<file path="src/rtl/firebird7_in_gate2_tessent_sib_sri_secure_ctrl_if.sv">
// Scan-side and status signals of the keyed secure SIB controller.
// The master drives the IJTAG enables and scan-in; the slave returns scan-out and lock state.
interface firebird7_in_gate2_tessent_sib_sri_secure_ctrl_if #(
  parameter int unsigned CNT_W = 2
);
  logic             ijtag_sel;
  logic             ijtag_ce;
  logic             ijtag_se;
  logic             ijtag_ue;
  logic             ijtag_si;
  logic             ijtag_so;
  logic             mux_select;
  logic             unlocked;
  logic             lockout;
  logic [CNT_W-1:0] fail_count;

  modport master (
    output ijtag_sel, ijtag_ce, ijtag_se, ijtag_ue, ijtag_si,
    input  ijtag_so, mux_select, unlocked, lockout, fail_count
  );

  modport slave (
    input  ijtag_sel, ijtag_ce, ijtag_se, ijtag_ue, ijtag_si,
    output ijtag_so, mux_select, unlocked, lockout, fail_count
  );
endinterface

</file>
<file path="src/rtl/firebird7_in_gate2_tessent_sib_sri_secure_ctrl.sv">
// Keyed secure SIB: opens the protected sub-segment only after a matching key update,
// with sticky lockout after MAX_FAILS wrong keys. FIREBIRD7_IN_GATE2_SIB_STATUS_CAPTURE_EN adds status capture.
module firebird7_in_gate2_tessent_sib_sri_secure_ctrl #(
  parameter int unsigned             KEY_WIDTH = 16,
  parameter int unsigned             CNT_W     = 2,
  parameter int unsigned             MAX_FAILS = 3,
  parameter logic [KEY_WIDTH-1:0]    KEY_VALUE = KEY_WIDTH'(16'hA5C3)
) (
  input logic ijtag_tck,
  input logic ijtag_reset,
  firebird7_in_gate2_tessent_sib_sri_secure_ctrl_if.slave bus
);

  localparam logic [1:0] LOCKED   = 2'd0;
  localparam logic [1:0] UNLOCKED = 2'd1;
  localparam logic [1:0] LOCKOUT  = 2'd2;

  localparam logic [CNT_W-1:0] FAIL_MAX = CNT_W'(MAX_FAILS);

  logic [1:0]           state;
  logic [1:0]           state_nxt;
  logic [KEY_WIDTH-1:0] key_sr;
  logic [KEY_WIDTH-1:0] key_nxt;
  logic                 sib_sr;
  logic                 sib_nxt;
  logic                 mux_select;
  logic                 mux_nxt;
  logic [CNT_W-1:0]     fail_count;
  logic [CNT_W-1:0]     fail_nxt;
  logic [CNT_W-1:0]     fail_inc;
  logic                 unlocked;
  logic                 lockout;
  logic [KEY_WIDTH-1:0] status_word;

  logic cap_en;
  logic shf_en;
  logic upd_en;
  logic key_ok;
  logic key_zero;

  assign cap_en   = bus.ijtag_sel & bus.ijtag_ce;
  assign shf_en   = bus.ijtag_sel & bus.ijtag_se & ~bus.ijtag_ce;
  assign upd_en   = bus.ijtag_sel & bus.ijtag_ue;
  assign key_ok   = (key_sr == KEY_VALUE);
  assign key_zero = (key_sr == '0);
  assign fail_inc = fail_count + CNT_W'(1);

  // Word loaded into the key register on capture
  always_comb begin
    status_word = '0;
`ifdef FIREBIRD7_IN_GATE2_SIB_STATUS_CAPTURE_EN
    status_word[0]         = unlocked;
    status_word[1]         = lockout;
    status_word[CNT_W+1:2] = fail_count;
`endif
  end

  // Scan path: capture takes priority over shift
  always_comb begin
    key_nxt = key_sr;
    sib_nxt = sib_sr;
    if (cap_en) begin
      key_nxt = status_word;
      sib_nxt = mux_select;
    end else if (shf_en) begin
      key_nxt = {bus.ijtag_si, key_sr[KEY_WIDTH-1:1]};
      sib_nxt = key_sr[0];
    end
  end

  // Lock FSM next state and registered-output next values; update sees pre-edge key/sib
  always_comb begin
    state_nxt = state;
    mux_nxt   = mux_select;
    fail_nxt  = fail_count;
    case (state)
      LOCKED: begin
        mux_nxt = 1'b0;
        if (upd_en) begin
          if (key_ok) begin
            state_nxt = UNLOCKED;
            mux_nxt   = sib_sr;
            fail_nxt  = '0;
          end else if (!key_zero && (fail_count < FAIL_MAX)) begin
            fail_nxt = fail_inc;
            if (fail_inc == FAIL_MAX) begin
              state_nxt = LOCKOUT;
            end
          end
        end
      end
      UNLOCKED: begin
        if (upd_en) begin
          if (key_zero) begin
            state_nxt = LOCKED;
            mux_nxt   = 1'b0;
          end else begin
            mux_nxt = sib_sr;
          end
        end
      end
      LOCKOUT: begin
        mux_nxt  = 1'b0;
        fail_nxt = FAIL_MAX;
      end
      default: begin
        state_nxt = LOCKED;
        mux_nxt   = 1'b0;
      end
    endcase
  end

  // State and output registers; reset overrides every enable
  always_ff @(posedge ijtag_tck) begin
    if (ijtag_reset) begin
      state      <= LOCKED;
      key_sr     <= '0;
      sib_sr     <= 1'b0;
      mux_select <= 1'b0;
      fail_count <= '0;
      unlocked   <= 1'b0;
      lockout    <= 1'b0;
    end else begin
      state      <= state_nxt;
      key_sr     <= key_nxt;
      sib_sr     <= sib_nxt;
      mux_select <= mux_nxt;
      fail_count <= fail_nxt;
      unlocked   <= (state_nxt == UNLOCKED);
      lockout    <= (state_nxt == LOCKOUT);
    end
  end

  assign bus.ijtag_so   = sib_sr;
  assign bus.mux_select = mux_select;
  assign bus.unlocked   = unlocked;
  assign bus.lockout    = lockout;
  assign bus.fail_count = fail_count;

endmodule

</file>
<file path="src/flat_wrapper.sv">
// flat-port wrapper written by rule: the top's interface ports become plain ports
module firebird7_in_gate2_tessent_sib_sri_secure_ctrl_flat 
#(
  parameter int unsigned             KEY_WIDTH = 16,
  parameter int unsigned             CNT_W     = 2,
  parameter int unsigned             MAX_FAILS = 3,
  parameter logic [KEY_WIDTH-1:0]    KEY_VALUE = KEY_WIDTH'(16'hA5C3)
)
  (ijtag_tck, ijtag_reset, bus_ijtag_sel, bus_ijtag_ce, bus_ijtag_se, bus_ijtag_ue, bus_ijtag_si, bus_ijtag_so, bus_mux_select, bus_unlocked, bus_lockout, bus_fail_count);
  firebird7_in_gate2_tessent_sib_sri_secure_ctrl_if #(.CNT_W(CNT_W)) bus_i ();
  input logic ijtag_tck;
  input logic ijtag_reset;
  input wire logic [$bits(bus_i.ijtag_sel)-1:0] bus_ijtag_sel;
  input wire logic [$bits(bus_i.ijtag_ce)-1:0] bus_ijtag_ce;
  input wire logic [$bits(bus_i.ijtag_se)-1:0] bus_ijtag_se;
  input wire logic [$bits(bus_i.ijtag_ue)-1:0] bus_ijtag_ue;
  input wire logic [$bits(bus_i.ijtag_si)-1:0] bus_ijtag_si;
  output wire logic [$bits(bus_i.ijtag_so)-1:0] bus_ijtag_so;
  output wire logic [$bits(bus_i.mux_select)-1:0] bus_mux_select;
  output wire logic [$bits(bus_i.unlocked)-1:0] bus_unlocked;
  output wire logic [$bits(bus_i.lockout)-1:0] bus_lockout;
  output wire logic [$bits(bus_i.fail_count)-1:0] bus_fail_count;
  assign bus_i.ijtag_sel = bus_ijtag_sel;
  assign bus_i.ijtag_ce = bus_ijtag_ce;
  assign bus_i.ijtag_se = bus_ijtag_se;
  assign bus_i.ijtag_ue = bus_ijtag_ue;
  assign bus_i.ijtag_si = bus_ijtag_si;
  assign bus_ijtag_so = bus_i.ijtag_so;
  assign bus_mux_select = bus_i.mux_select;
  assign bus_unlocked = bus_i.unlocked;
  assign bus_lockout = bus_i.lockout;
  assign bus_fail_count = bus_i.fail_count;
  firebird7_in_gate2_tessent_sib_sri_secure_ctrl #(.KEY_WIDTH(KEY_WIDTH), .CNT_W(CNT_W), .MAX_FAILS(MAX_FAILS), .KEY_VALUE(KEY_VALUE)) u_core (.ijtag_tck(ijtag_tck), .ijtag_reset(ijtag_reset), .bus(bus_i));
endmodule
</file>
<file path="config.mk">
export PLATFORM = sky130hd
export DESIGN_NAME = firebird7_in_gate2_tessent_sib_sri_secure_ctrl_flat
export DESIGN_NICKNAME = d
export VERILOG_FILES = /design/src/rtl/firebird7_in_gate2_tessent_sib_sri_secure_ctrl_if.sv /design/src/rtl/firebird7_in_gate2_tessent_sib_sri_secure_ctrl.sv /design/src/flat_wrapper.sv
export SDC_FILE = /design/constraint.sdc
export NUM_CORES = 1
export LEC_CHECK = 0
export ABC_AREA = 1
export CAP_MARGIN = 20
export CORE_MARGIN = 1.5
export CORE_UTILIZATION = 53
export CTS_CLUSTER_DIAMETER = 40
export DETAILED_ROUTE_END_ITERATION = 8
export PLACE_DENSITY = 0.82
export SYNTH_ARGS = -nofsm -noshare
export SYNTH_HDL_FRONTEND = slang
export SYNTH_SLANG_ARGS = --single-unit
export TNS_END_PERCENT = 100
</file>
<file path="constraint.sdc">
create_clock -name ijtag_tck -period 1.3 [get_ports ijtag_tck]
set_input_delay 0.325 -clock ijtag_tck [delete_from_list [all_inputs] [get_ports ijtag_tck]]
set_output_delay 0.325 -clock ijtag_tck [all_outputs]
set_load 0.05 [all_outputs]
</file>
==> impl_metrics.ini, run 1 <==
[status]
status = finished clean

[yosys]
post_synth.cell_area_avg_sq_um = 7.17
netlist-cell-type-count = 21
postSynthCellCount = 153
synth_compound_area_frac = 0.117
asyncSetResetFlopFracSynth = 0
synth-main-ff-cell = sky130_fd_sc_hd__dfxtp_1
synth_enable_flop_cells = 0
synth-adder-area-share = 0.0228
synth_simple_gate_area_frac = 0.349
dominant_combinational_cell_family_by_area_after_synthesis = simple AND/OR/NAND/NOR gates
xor_xnor_fraction_of_synth_area = 0
synthesis_stage_register_bit_count = 24
synth.cell_area_sq_um = 1100
synthesis.nets = 162
post_synth_mux_area_share = 0
ys_seq_area_frac = 0.438
ys.warnings.count = 0

[cts]
clock_tree_from_tritoncts = done
clk_pin_slew_ns = 0.13
cts_made_buffers = 3
ctsHtreeMaxLevel = 1
cts_max_path_buffers = 2
root_buffer = sky130_fd_sc_hd__clkbuf_4
number_of_clock_sinks_seen_by_cts = 24
worst_skew_pair.late_latency_ns = 0.33
cts_hold_repair.buffers = 0

[route]
drt_drc_violations_left = 0
via_per_inst = 5.00
drt_first_pass_iters = 4
route.final.wire_length_um = 2360
detailedRoute.firstIterationViolations = 19
routed_wire_length_per_instance_um = 11.8
dr_total_vias = 999
antenna_left = 0

[final_layout]
mostFrequentLayoutCells = sky130_fd_sc_hd__nand2_1, sky130_fd_sc_hd__nor2_1, sky130_fd_sc_hd__a21oi_1
syn_to_final_growth_pct = 33.0
multi_input_area_sq_um = 564
n_fill_cell = 160
final_layout_size_suffix_gt1_frac = 0.289
final_common_cell = sky130_fd_sc_hd__nand2_1
n_antenna_cell = 0
nNetsFinal = 183
layout.area.seq_sq_um = 494

[floorplanning]
dieWidth_um = 48.5
die-area_sq_um = 2350
initial_utilization = 0.559
std_cell_rows = 16
die_height_um = 48.5
io_pins = 13
placeable_core_region_sq_um = 1960

[power_and_ir_drop]
total_leakage_power_nw = 0.630
max-vdd-ir-drop_mv = 0.770
pwr_density_cell_nw_per_um2 = 1000
power_w = 0.00146

[worst_setup_path]
crit_required_ns = 1.54
reg2reg_depth = 8
timing.critical_path.to_type = flop
crit_path_frequent_cell = sky130_fd_sc_hd__nor2_1
worstSetupEndpoint = u_core.bus.fail_count[0]
critPathLaunch = bus_ijtag_sel
ff2ff_setup_slack_ns = 0.03
setup.worst_path.start_class = input port
worst-setup-path-type = in2reg
critical_path.cell_chain = clkdlybuf4s50_1, nand2_1, nor2_1, nand2_2, nand3_4, nand2_4, nor2_1, nor2_2
worst-endpoint-arrival_ns = 1.52
cp_slowest_cell = sky130_fd_sc_hd__clkdlybuf4s50_1
worst_r2r_startpoint = u_core.key_sr[12]
slowest_delay_ns = 0.51
capture_instance_of_the_worst_register_to_register_path = u_core.bus.fail_count[1]
timing.critical_path.fanout_max = 3

[sta]
tightest_slew_ns = 0.255
totalNegativeSetupSlack_ns = 0
min_period_ns = 1.28
tcrit_tclk_final = 0.985
worst_clock_skew_ns = 0.00190
rsz0062_at_grt = true
setup_viol = 0
timing.slew.headroom = 0.830
hold_ws_ns = 0.489
hold_viol = 0
fmax_ghz = 0.781
maxSlewViolCount = 0

[placement]
portBuffers = 12
gpl.final_weighted_congestion = 0.869
detailed_place_hpwl_um = 1710

[global_route]
grt.overflow.total = 0
globalRoute.busiestLayer = met2
grtUsageMet2 = 0.389
maximum_number_of_pins_on_one_net_before_global_route_repair = 17
global_route.usage.met3 = 0.0463
met1_usage = 0.240
number_of_global_route_vias_before_repair = 954
antenna_found_initial = 0
grt_usage = 0.213
first_pass_grt_wire_length_um = 3940

[worst_hold_path]
min_path_type = reg2reg

[job]
timing.max_cap.violations = 0
## routing by layer
layer	share of wire	wire length (um)
met3	0.036	84
met1	0.42	998
met5	0	0
met4	0.014	32
met2	0.53	1240
## report_power, final
group | internal [W] | leakage (nW) | switching (W)
Clock | 0.000312 | 0.0279 | 0.000239
Sequential | 0.000743 | 0.199 | 0.00000837
Combinational | 0.0000748 | 0.402 | 0.0000852
Total | 0.00113 | 0.630 | 0.000333
## worst min path at each step
stage	endpoint	slack, ns	from	cells past startpoint
floorplan	u_core.bus.mux_select	0.39	ijtag_reset	1
global placement	u_core.key_sr[1]	0.46	u_core.key_sr[2]	2
detailed placement	u_core.key_sr[2]	0.47	u_core.key_sr[2]	2
CTS	u_core.key_sr[2]	0.49	u_core.key_sr[2]	2
global route	u_core.key_sr[15]	0.51	u_core.key_sr[15]	2
finish	u_core.key_sr[15]	0.49	u_core.key_sr[15]	2
## cell usage after synthesis (2+ instances only)
library cell	n	area, sq um
sky130_fd_sc_hd__o21ai_0	2	10.0
sky130_fd_sc_hd__nand3_1	2	10.0
sky130_fd_sc_hd__dfxtp_1	24	480
sky130_fd_sc_hd__ha_1	2	25.0
sky130_fd_sc_hd__nor2_4	2	22.5
sky130_fd_sc_hd__nor2_2	4	25.0
sky130_fd_sc_hd__nand2_1	54	203
sky130_fd_sc_hd__nand3_2	2	20.0
sky130_fd_sc_hd__nor2_1	18	67.6
sky130_fd_sc_hd__inv_1	14	52.6
sky130_fd_sc_hd__nand2_2	4	25.0
sky130_fd_sc_hd__a21oi_1	15	75.1
sky130_fd_sc_hd__o211ai_1	2	15.0
## sequential cells by signal (all words and copies together), names as in the netlist
signal                 count
u_core.key_sr             16
u_core.bus.fail_count      2
u_core.state               2
u_core.bus.ijtag_so        1
u_core.bus.lockout         1
u_core.bus.mux_select      1
u_core.bus.unlocked        1
## final cells by class
type	instances	share of cell area
multi-input combinational	111	0.387
sequential	24	0.339
timing repair buffer	19	0.177
inverter	15	0.0386
tap	27	0.0232
clock inverter	1	0.0206
clock buffer	3	0.0154
## through the flow
| step | std cells | utilization | setup slack, ns | cell area [sq um] |
|---|---|---|---|---|
| after global placement | 194 | 0.689 | -0.264 | 1350 |
| after CTS | 198 | 0.717 | 0.0146 | 1410 |
| after floorplan | 153 | - | 0.0831 | 1100 |
| after global routing | 200 | 0.744 | -0.0576 | 1460 |
| final | 200 | 0.744 | 0.0193 | 1460 |
| after detailed placement | 194 | 0.689 | -0.291 | 1350 |
## worst max-delay path, delay by kind of cell
kind                   cells  cell delay, ns
buffers and inverters      1            0.51
AND/OR/NAND/NOR            7            0.67
## logic make-up (layout without fill, tap and decap cells)
kind of cell	after synthesis	after routing
AND/OR/NAND/NOR	87	87
flip-flops	24	24
AO/OA/AOI/OAI	22	22
buffers and inverters	18	38
adder cells (fa/ha/maj)	2	2
## what timing repair did
action | 4_1_cts | 5_1_grt
buffers inserted | 0 | 2
gates resized for setup | 1 | 17
pin swaps | 0 | 5
setup endpoints to repair | 3 | 7
No activity file was read; power rests on OpenSTA's default activity.
==> inputs of run 2 (changes only) <==
--- a/config.mk
+++ b/config.mk
@@ -12,6 +12,7 @@
 export CTS_CLUSTER_DIAMETER = 40
 export DETAILED_ROUTE_END_ITERATION = 8
 export PLACE_DENSITY = 0.82
+export SLEW_MARGIN = 20
 export SYNTH_ARGS = -nofsm -noshare
 export SYNTH_HDL_FRONTEND = slang
 export SYNTH_SLANG_ARGS = --single-unit
==> results of run 2 <==
The final DEF is identical to that of run 1; final timing and power are the same.
==> inputs of run 3 (changes only) <==
--- a/config.mk
+++ b/config.mk
@@ -11,7 +11,7 @@
 export CORE_UTILIZATION = 53
 export CTS_CLUSTER_DIAMETER = 40
 export DETAILED_ROUTE_END_ITERATION = 8
-export PLACE_DENSITY = 0.82
+export PLACE_DENSITY = 0.74
 export SLEW_MARGIN = 20
 export SYNTH_ARGS = -nofsm -noshare
 export SYNTH_HDL_FRONTEND = slang
==> run 3 against run 2 <==
Compared with the run above:
- hold slack worse by 0.012 ns
- setup slack improved by 0.026 ns
- non-clock buffer count is 1 higher
- clock skew increased by 0.0011 ns
- sequential power barely moved
- sequential share of layout area rose by 0.56 points
- core utilization decreased by 1.0 points
- highest routed layer unchanged
- global-route usage shrank 1.1 points
==> impl_metrics.ini, run 3 (synthesis gave the netlist of run 1 again) <==
[route]
drt_drc_violations_left = 0
detailedRoute.firstIterationViolations = 21
drt_first_pass_iters = 4
antenna_left = 0
routed_wire_length_per_instance_um = 11.1
via_per_inst = 4.94
route.final.wire_length_um = 2230
dr_total_vias = 993

[worst_setup_path]
critical_path.cell_chain = nor2_2, nand2_2, nor2_4, nand3_2, nand3_4, nand2_2, nor2_1, nor2_2
timing.critical_path.to_type = flop
cp_slowest_cell = sky130_fd_sc_hd__dfxtp_2
worst-endpoint-arrival_ns = 1.47
worstSetupEndpoint = u_core.bus.fail_count[0]
setup.worst_path.start_class = flop
timing.critical_path.fanout_max = 3
slowest_delay_ns = 0.36
critPathLaunch = u_core.key_sr[3]
crit_required_ns = 1.52
critical_path.n_buffers_inverters = 0
capture_instance_of_the_worst_register_to_register_path = u_core.bus.fail_count[0]
worst_r2r_startpoint = u_core.key_sr[3]
critPathTopFamily = simple AND/OR/NAND/NOR gates
path_depth = 8
worst-setup-path-type = reg2reg
ff2ff_setup_slack_ns = 0.05
reg2reg_depth = 8

[placement]
gpl.final_weighted_congestion = 0.911
detailed_place_hpwl_um = 1720
portBuffers = 12
place_inst = 195
post-place-ws_ns = -0.314

[floorplanning]
initial_utilization = 0.559
io_pins = 13
placeable_core_region_sq_um = 1960
dieWidth_um = 48.5
die_height_um = 48.5
std_cell_rows = 16
die-area_sq_um = 2350

[cts]
number_of_clock_sinks_seen_by_cts = 24
worst_skew_pair.late_latency_ns = 0.31
clk_pin_slew_ns = 0.13
cts_hold_repair.buffers = 0
cts_max_path_buffers = 2
ctsHtreeMaxLevel = 1
root_buffer = sky130_fd_sc_hd__clkbuf_4
clock_tree_from_tritoncts = done
cts_made_buffers = 3

[sta]
maxSlewViolCount = 0
worst_slack_ns = 0.0456
fmax_ghz = 0.797
hold_viol = 0
tcrit_tclk_final = 0.965
worst_clock_skew_ns = 0.00299
rsz0062_at_grt = true
setup_viol = 0
tightest_slew_ns = 0.259
timing.slew.headroom = 0.827
min_period_ns = 1.25

[final_layout]
syn_to_final_growth_pct = 31.1
regMostFlops = u_core.key_sr
n_antenna_cell = 0
nNetsFinal = 184
layout.cells.non_filler = 201
final_common_cell = sky130_fd_sc_hd__nand2_1
mostFrequentLayoutCells = sky130_fd_sc_hd__nand2_1, sky130_fd_sc_hd__nor2_1, sky130_fd_sc_hd__a21oi_1
top_flop_regs = u_core.key_sr x16, u_core.bus.fail_count x2, u_core.state x2
final_layout_size_suffix_gt1_frac = 0.293
largest_register_ffs = 16

[power_and_ir_drop]
total_leakage_power_nw = 0.631
power_w = 0.00129
max-vdd-ir-drop_mv = 0.844
pwr_density_cell_nw_per_um2 = 896

[global_route]
grt.overflow.total = 0
number_of_global_route_vias_before_repair = 948
first_pass_grt_wire_length_um = 3780
grt_usage = 0.202
antenna_found_initial = 0
maximum_number_of_pins_on_one_net_before_global_route_repair = 17

[status]
status = finished clean

[job]
timing.max_cap.violations = 0

[worst_hold_path]
min_path_type = in2reg
-- run 3: changes by cell type in the layout (fill, tap and decap cells not counted), sizes merged --
| cell | change |
|---|---|
| clkbuf | +1 |
| buf | +1 |
| bufinv | -1 |
| dlymetal6s2s | +1 |
| clkdlybuf4s50 | -1 |
-- run 3: power breakdown --
part,switching (W),leakage [nW],internal [W]
clock network,0.000216,0.0210,0.000171
registers,0.00000899,0.200,0.000743
logic,0.0000809,0.410,0.0000696
-- run 3: worst register-to-register path, cell delays in order (launching register included) --
cell and delay [ns]:
sky130_fd_sc_hd__dfxtp_2 0.36, sky130_fd_sc_hd__nor2_2 0.11, sky130_fd_sc_hd__nand2_2 0.07, sky130_fd_sc_hd__nor2_4 0.14
sky130_fd_sc_hd__nand3_2 0.13, sky130_fd_sc_hd__nand3_4 0.11, sky130_fd_sc_hd__nand2_2 0.06, sky130_fd_sc_hd__nor2_1 0.13
sky130_fd_sc_hd__nor2_2 0.06
-- run 3: per-layer routing --
metal / part of all wire / wire, um / global-route usage
met1: 0.43 / 963 / 0.227
met2: 0.52 / 1160 / 0.384
met5: 0 / 0 / 0
met4: 0.012 / 26 / 0.0571
met3: 0.034 / 76 / 0.0401
-- run 3: final cells by class --
class,count,area (sq um)
inverter,15,56.3
timing repair buffer,20,255
clock buffer,4,36.3
fill,173,523
sequential,24,495
multi-input combinational,111,562
tap,27,33.8
-- run 3: what timing repair did --
action | CTS | global route
setup endpoints to repair | 0 | 9
gates resized for setup | 0 | 18
buffers inserted | 0 | 2
-- run 3: worst min-delay path by stage --
stage	from	to	slack, ns	depth (start not counted)
6_report	bus_ijtag_sel	u_core.key_sr[12]	0.48	4
5_1_grt	u_core.key_sr[3]	u_core.key_sr[2]	0.51	2
3_5_place_dp	u_core.key_sr[2]	u_core.key_sr[1]	0.47	2
4_1_cts	u_core.key_sr[14]	u_core.key_sr[13]	0.49	2
3_3_place_gp	u_core.key_sr[2]	u_core.key_sr[2]	0.46	2
2_1_floorplan	ijtag_reset	u_core.bus.mux_select	0.39	1
-- run 3: metrics by stage --
| stage | instance area, sq um | setup TNS [ns] | hold slack (ns) | utilization |
|---|---|---|---|---|
| 2_1_floorplan | 1100 | 0 | 0.395 | - |
| 3_3_place_gp | 1350 | -4.48 | 0.460 | 0.687 |
| 3_5_place_dp | 1350 | -5.52 | 0.470 | 0.687 |
| 4_1_cts | 1380 | 0 | 0.488 | 0.705 |
| 5_1_grt | 1440 | -0.0698 | 0.507 | 0.733 |
| 6_report | 1440 | 0 | 0.477 | 0.733 |
==> edit, RTL diff (settings of run 1) <==
`CNT_W` is set to 2 in 3 places; all go to 4.
--- a/src/rtl/firebird7_in_gate2_tessent_sib_sri_secure_ctrl_if.sv
+++ b/src/rtl/firebird7_in_gate2_tessent_sib_sri_secure_ctrl_if.sv
@@ -2,5 +2,5 @@
 // The master drives the IJTAG enables and scan-in; the slave returns scan-out and lock state.
 interface firebird7_in_gate2_tessent_sib_sri_secure_ctrl_if #(
-  parameter int unsigned CNT_W = 2
+  parameter int unsigned CNT_W = 4
 );
   logic             ijtag_sel;
--- a/src/rtl/firebird7_in_gate2_tessent_sib_sri_secure_ctrl.sv
+++ b/src/rtl/firebird7_in_gate2_tessent_sib_sri_secure_ctrl.sv
@@ -3,5 +3,5 @@
 module firebird7_in_gate2_tessent_sib_sri_secure_ctrl #(
   parameter int unsigned             KEY_WIDTH = 16,
-  parameter int unsigned             CNT_W     = 2,
+  parameter int unsigned             CNT_W     = 4,
   parameter int unsigned             MAX_FAILS = 3,
   parameter logic [KEY_WIDTH-1:0]    KEY_VALUE = KEY_WIDTH'(16'hA5C3)
--- a/src/flat_wrapper.sv
+++ b/src/flat_wrapper.sv
@@ -3,5 +3,5 @@
 #(
   parameter int unsigned             KEY_WIDTH = 16,
-  parameter int unsigned             CNT_W     = 2,
+  parameter int unsigned             CNT_W     = 4,
   parameter int unsigned             MAX_FAILS = 3,
   parameter logic [KEY_WIDTH-1:0]    KEY_VALUE = KEY_WIDTH'(16'hA5C3)
Ports: changed (resized bus_fail_count); port bits go from 13 to 15. The function was not compared with the original's and may differ.
==> edit against run 1 <==
- critical path depth did not move
- hold slack lost 0.0040 ns
- sequential cell count is 2 higher
- wire length is 16% higher
- clock power fell by 15%
- total power decreased by 5.3%
- count of clock-buffer cells in the layout grew 1
- synthesized cell count rose by 3.3%
- the run now ends with negative setup slack left
- worst setup slack worse by 0.053 ns
- design area up 12%
- final cell count rose by 4.0%
- first-iteration DRC count up 100%
- synthesized area up 4.6%
- highest routed layer unchanged
- die area up 4.3%
==> edit: results (changes against run 1) <==
met2 routed WL: 1.449 mm (+17%)
Crit Path Max Fanout: 4 (+1)
met1 Track Usage GR: 0.2573 (+0.01723)
Detailed Place HPWL: 1.795 mm (+4.7%)
final setup TNS: -0.04468 ns (-0.04468 ns)
failing checks: negative setup slack
Mapped Nets: 167 (+3.1%)
Post-Place Worst Slack: -0.3057 ns (-0.01444 ns)
yosys warns: 0 (unchanged)
CP arrival: 1.60 ns (+0.08 ns)
vias in the first global route: 1022 (+7.1%)
final-report setup violation count: 2 (+2)
wl on met1: 1.114 mm (+12%)
CTS Buf Count: 3 (unchanged)
initial antenna violation count: 0 (unchanged)
largest net degree at the start of global routing: 17 (unchanged)
routed vias/inst: 5.245 (+5.0%)
ANT cells: 0 (unchanged)
Hold Path Class: flop to flop
Area contributors post-synth: dfxtp_1, nand2_1, a21oi_1, nor2_1, inv_1
CP max stage delay: 0.39 ns (-0.12 ns)
top post-synthesis cells by count: nand2_1, dfxtp_1, nor2_1, a21oi_1, inv_1
Clock Latency Late Sink: 0.32 ns
post-DR wirelength/cell: 13.14 um (+12%)
port buffer count: 14 (+2)
final setup margin: -0.03324 ns (-0.05256 ns)
P_leak: 0.6323 nW (+0.43%)
clock tree buffer depth: 2 (unchanged)
Worst VDD drop: 0.8437 mV (+9.6%)
largest registers: u_core.key_sr x16, u_core.bus.fail_count x4, u_core.state x2
Clock Tree Root: clkbuf_4
crit-path leading delay family: simple AND/OR/NAND/NOR gates
WL met3: 103 um (+23%)
first-pass GRT wire length: 4.126 mm (+4.7%)
synth unique cells: 19 (-9.5%)
met2 usage: 0.3622 (-0.02667)
Pre-antenna DRT Iters: 4 (unchanged)
GRT Util Overall: 0.2166 (+0.003671)
status: complete, but fails checks
met3 Use GR: 0.03030 (-0.01599)
Clock H-tree levels: 1 (unchanged)
Logic pwr share: 0.084 (-0.025)
Clock Skew: 0.002894 ns (+0.0009936 ns)
layout cell share with drive strength beyond 1: 0.3757 (+0.08667)
CTS clk-pin slew, worst paths: 0.13 ns (about the same)
top sig layer: met4
crit path max-delay cell type: dfxtp_4
sequential share of power: 0.577 (+0.063)
Async SR Flop Fraction: 0 (unchanged)
post-synthesis sequential area ratio: 0.4537 (+0.01580)
Worst Setup SP: u_core.bus.fail_count[0]
drt initial violations: 38 (+19)
Pint: 1.086 mW (-3.9%)
relative slew slack: 0.8385 (+0.008632)
beginning of the worst hold path: u_core.key_sr[9]
Sw Pwr: 299.7 uW (-9.9%)
routability cong.: 0.8375 (-3.7%)
Final Net Count: 191 (+4.4%)
[edit: cell types whose count changed in the layout (fill, tap and decap cells not counted), moves of 2 or more]
cell     delta
inv_1       -7
dfxtp_1     -5
dfxtp_2     +5
nand4_1     +3
a21oi_1     +2
buf_12      +2
buf_6       +2
dfxtp_4     +2
ha_1        -2
inv_2       +2
nand2_2     -2
nor2_1      -2
nor2_2      +2
[edit: stage by stage]
| stage | instance area [um^2] | cells |
|---|---|---|
| finish | 1629 | 208 |
| detailed placement | 1465 | 201 |
| CTS | 1538 | 206 |
| floorplan | 1161 | 158 |
| global placement | 1465 | 201 |
| global route | 1629 | 208 |
[edit: cells by family (layout without fill, tap and decap cells)]
group                    Yosys count  in the layout  share of synthesized area
flip-flops                        26             26                     0.4537
buffers and inverters             14             37                    0.05016
XOR/XNOR                           1              1                   0.007635
AND/OR/NAND/NOR                   92             92                     0.3588
AO/OA/AOI/OAI                     23             23                     0.1080
adder cells (fa/ha/maj)            2              2                    0.02181
[edit: final cells by class]
class                           instances  area (um^2)
Clock buffer                            4        47.55
Inverter                               10        37.54
Fill cell                             129        372.9
Sequential cell                        26        548.0
Multi-Input combinational cell        118        641.9
Timing Repair Buffer                   23        320.3
Tap cell                               27        33.78
[edit: worst paths after layout]
check | cells past startpoint | endpoint | slack, ns
worst max-delay path | 8 | u_core.bus.fail_count[0] | -0.03
worst min-delay path | 2 | u_core.key_sr[9] | 0.49
worst max register to register | 8 | u_core.bus.fail_count[0] | -0.03
worst min register to register | 2 | u_core.key_sr[9] | 0.49
[edit: repair_timing]
action	in CTS	in global routing
hold buffers	0	0
pin swaps	1	10
gates resized for setup	7	29
endpoints found under the setup margin	2	12
setup buffers	1	2
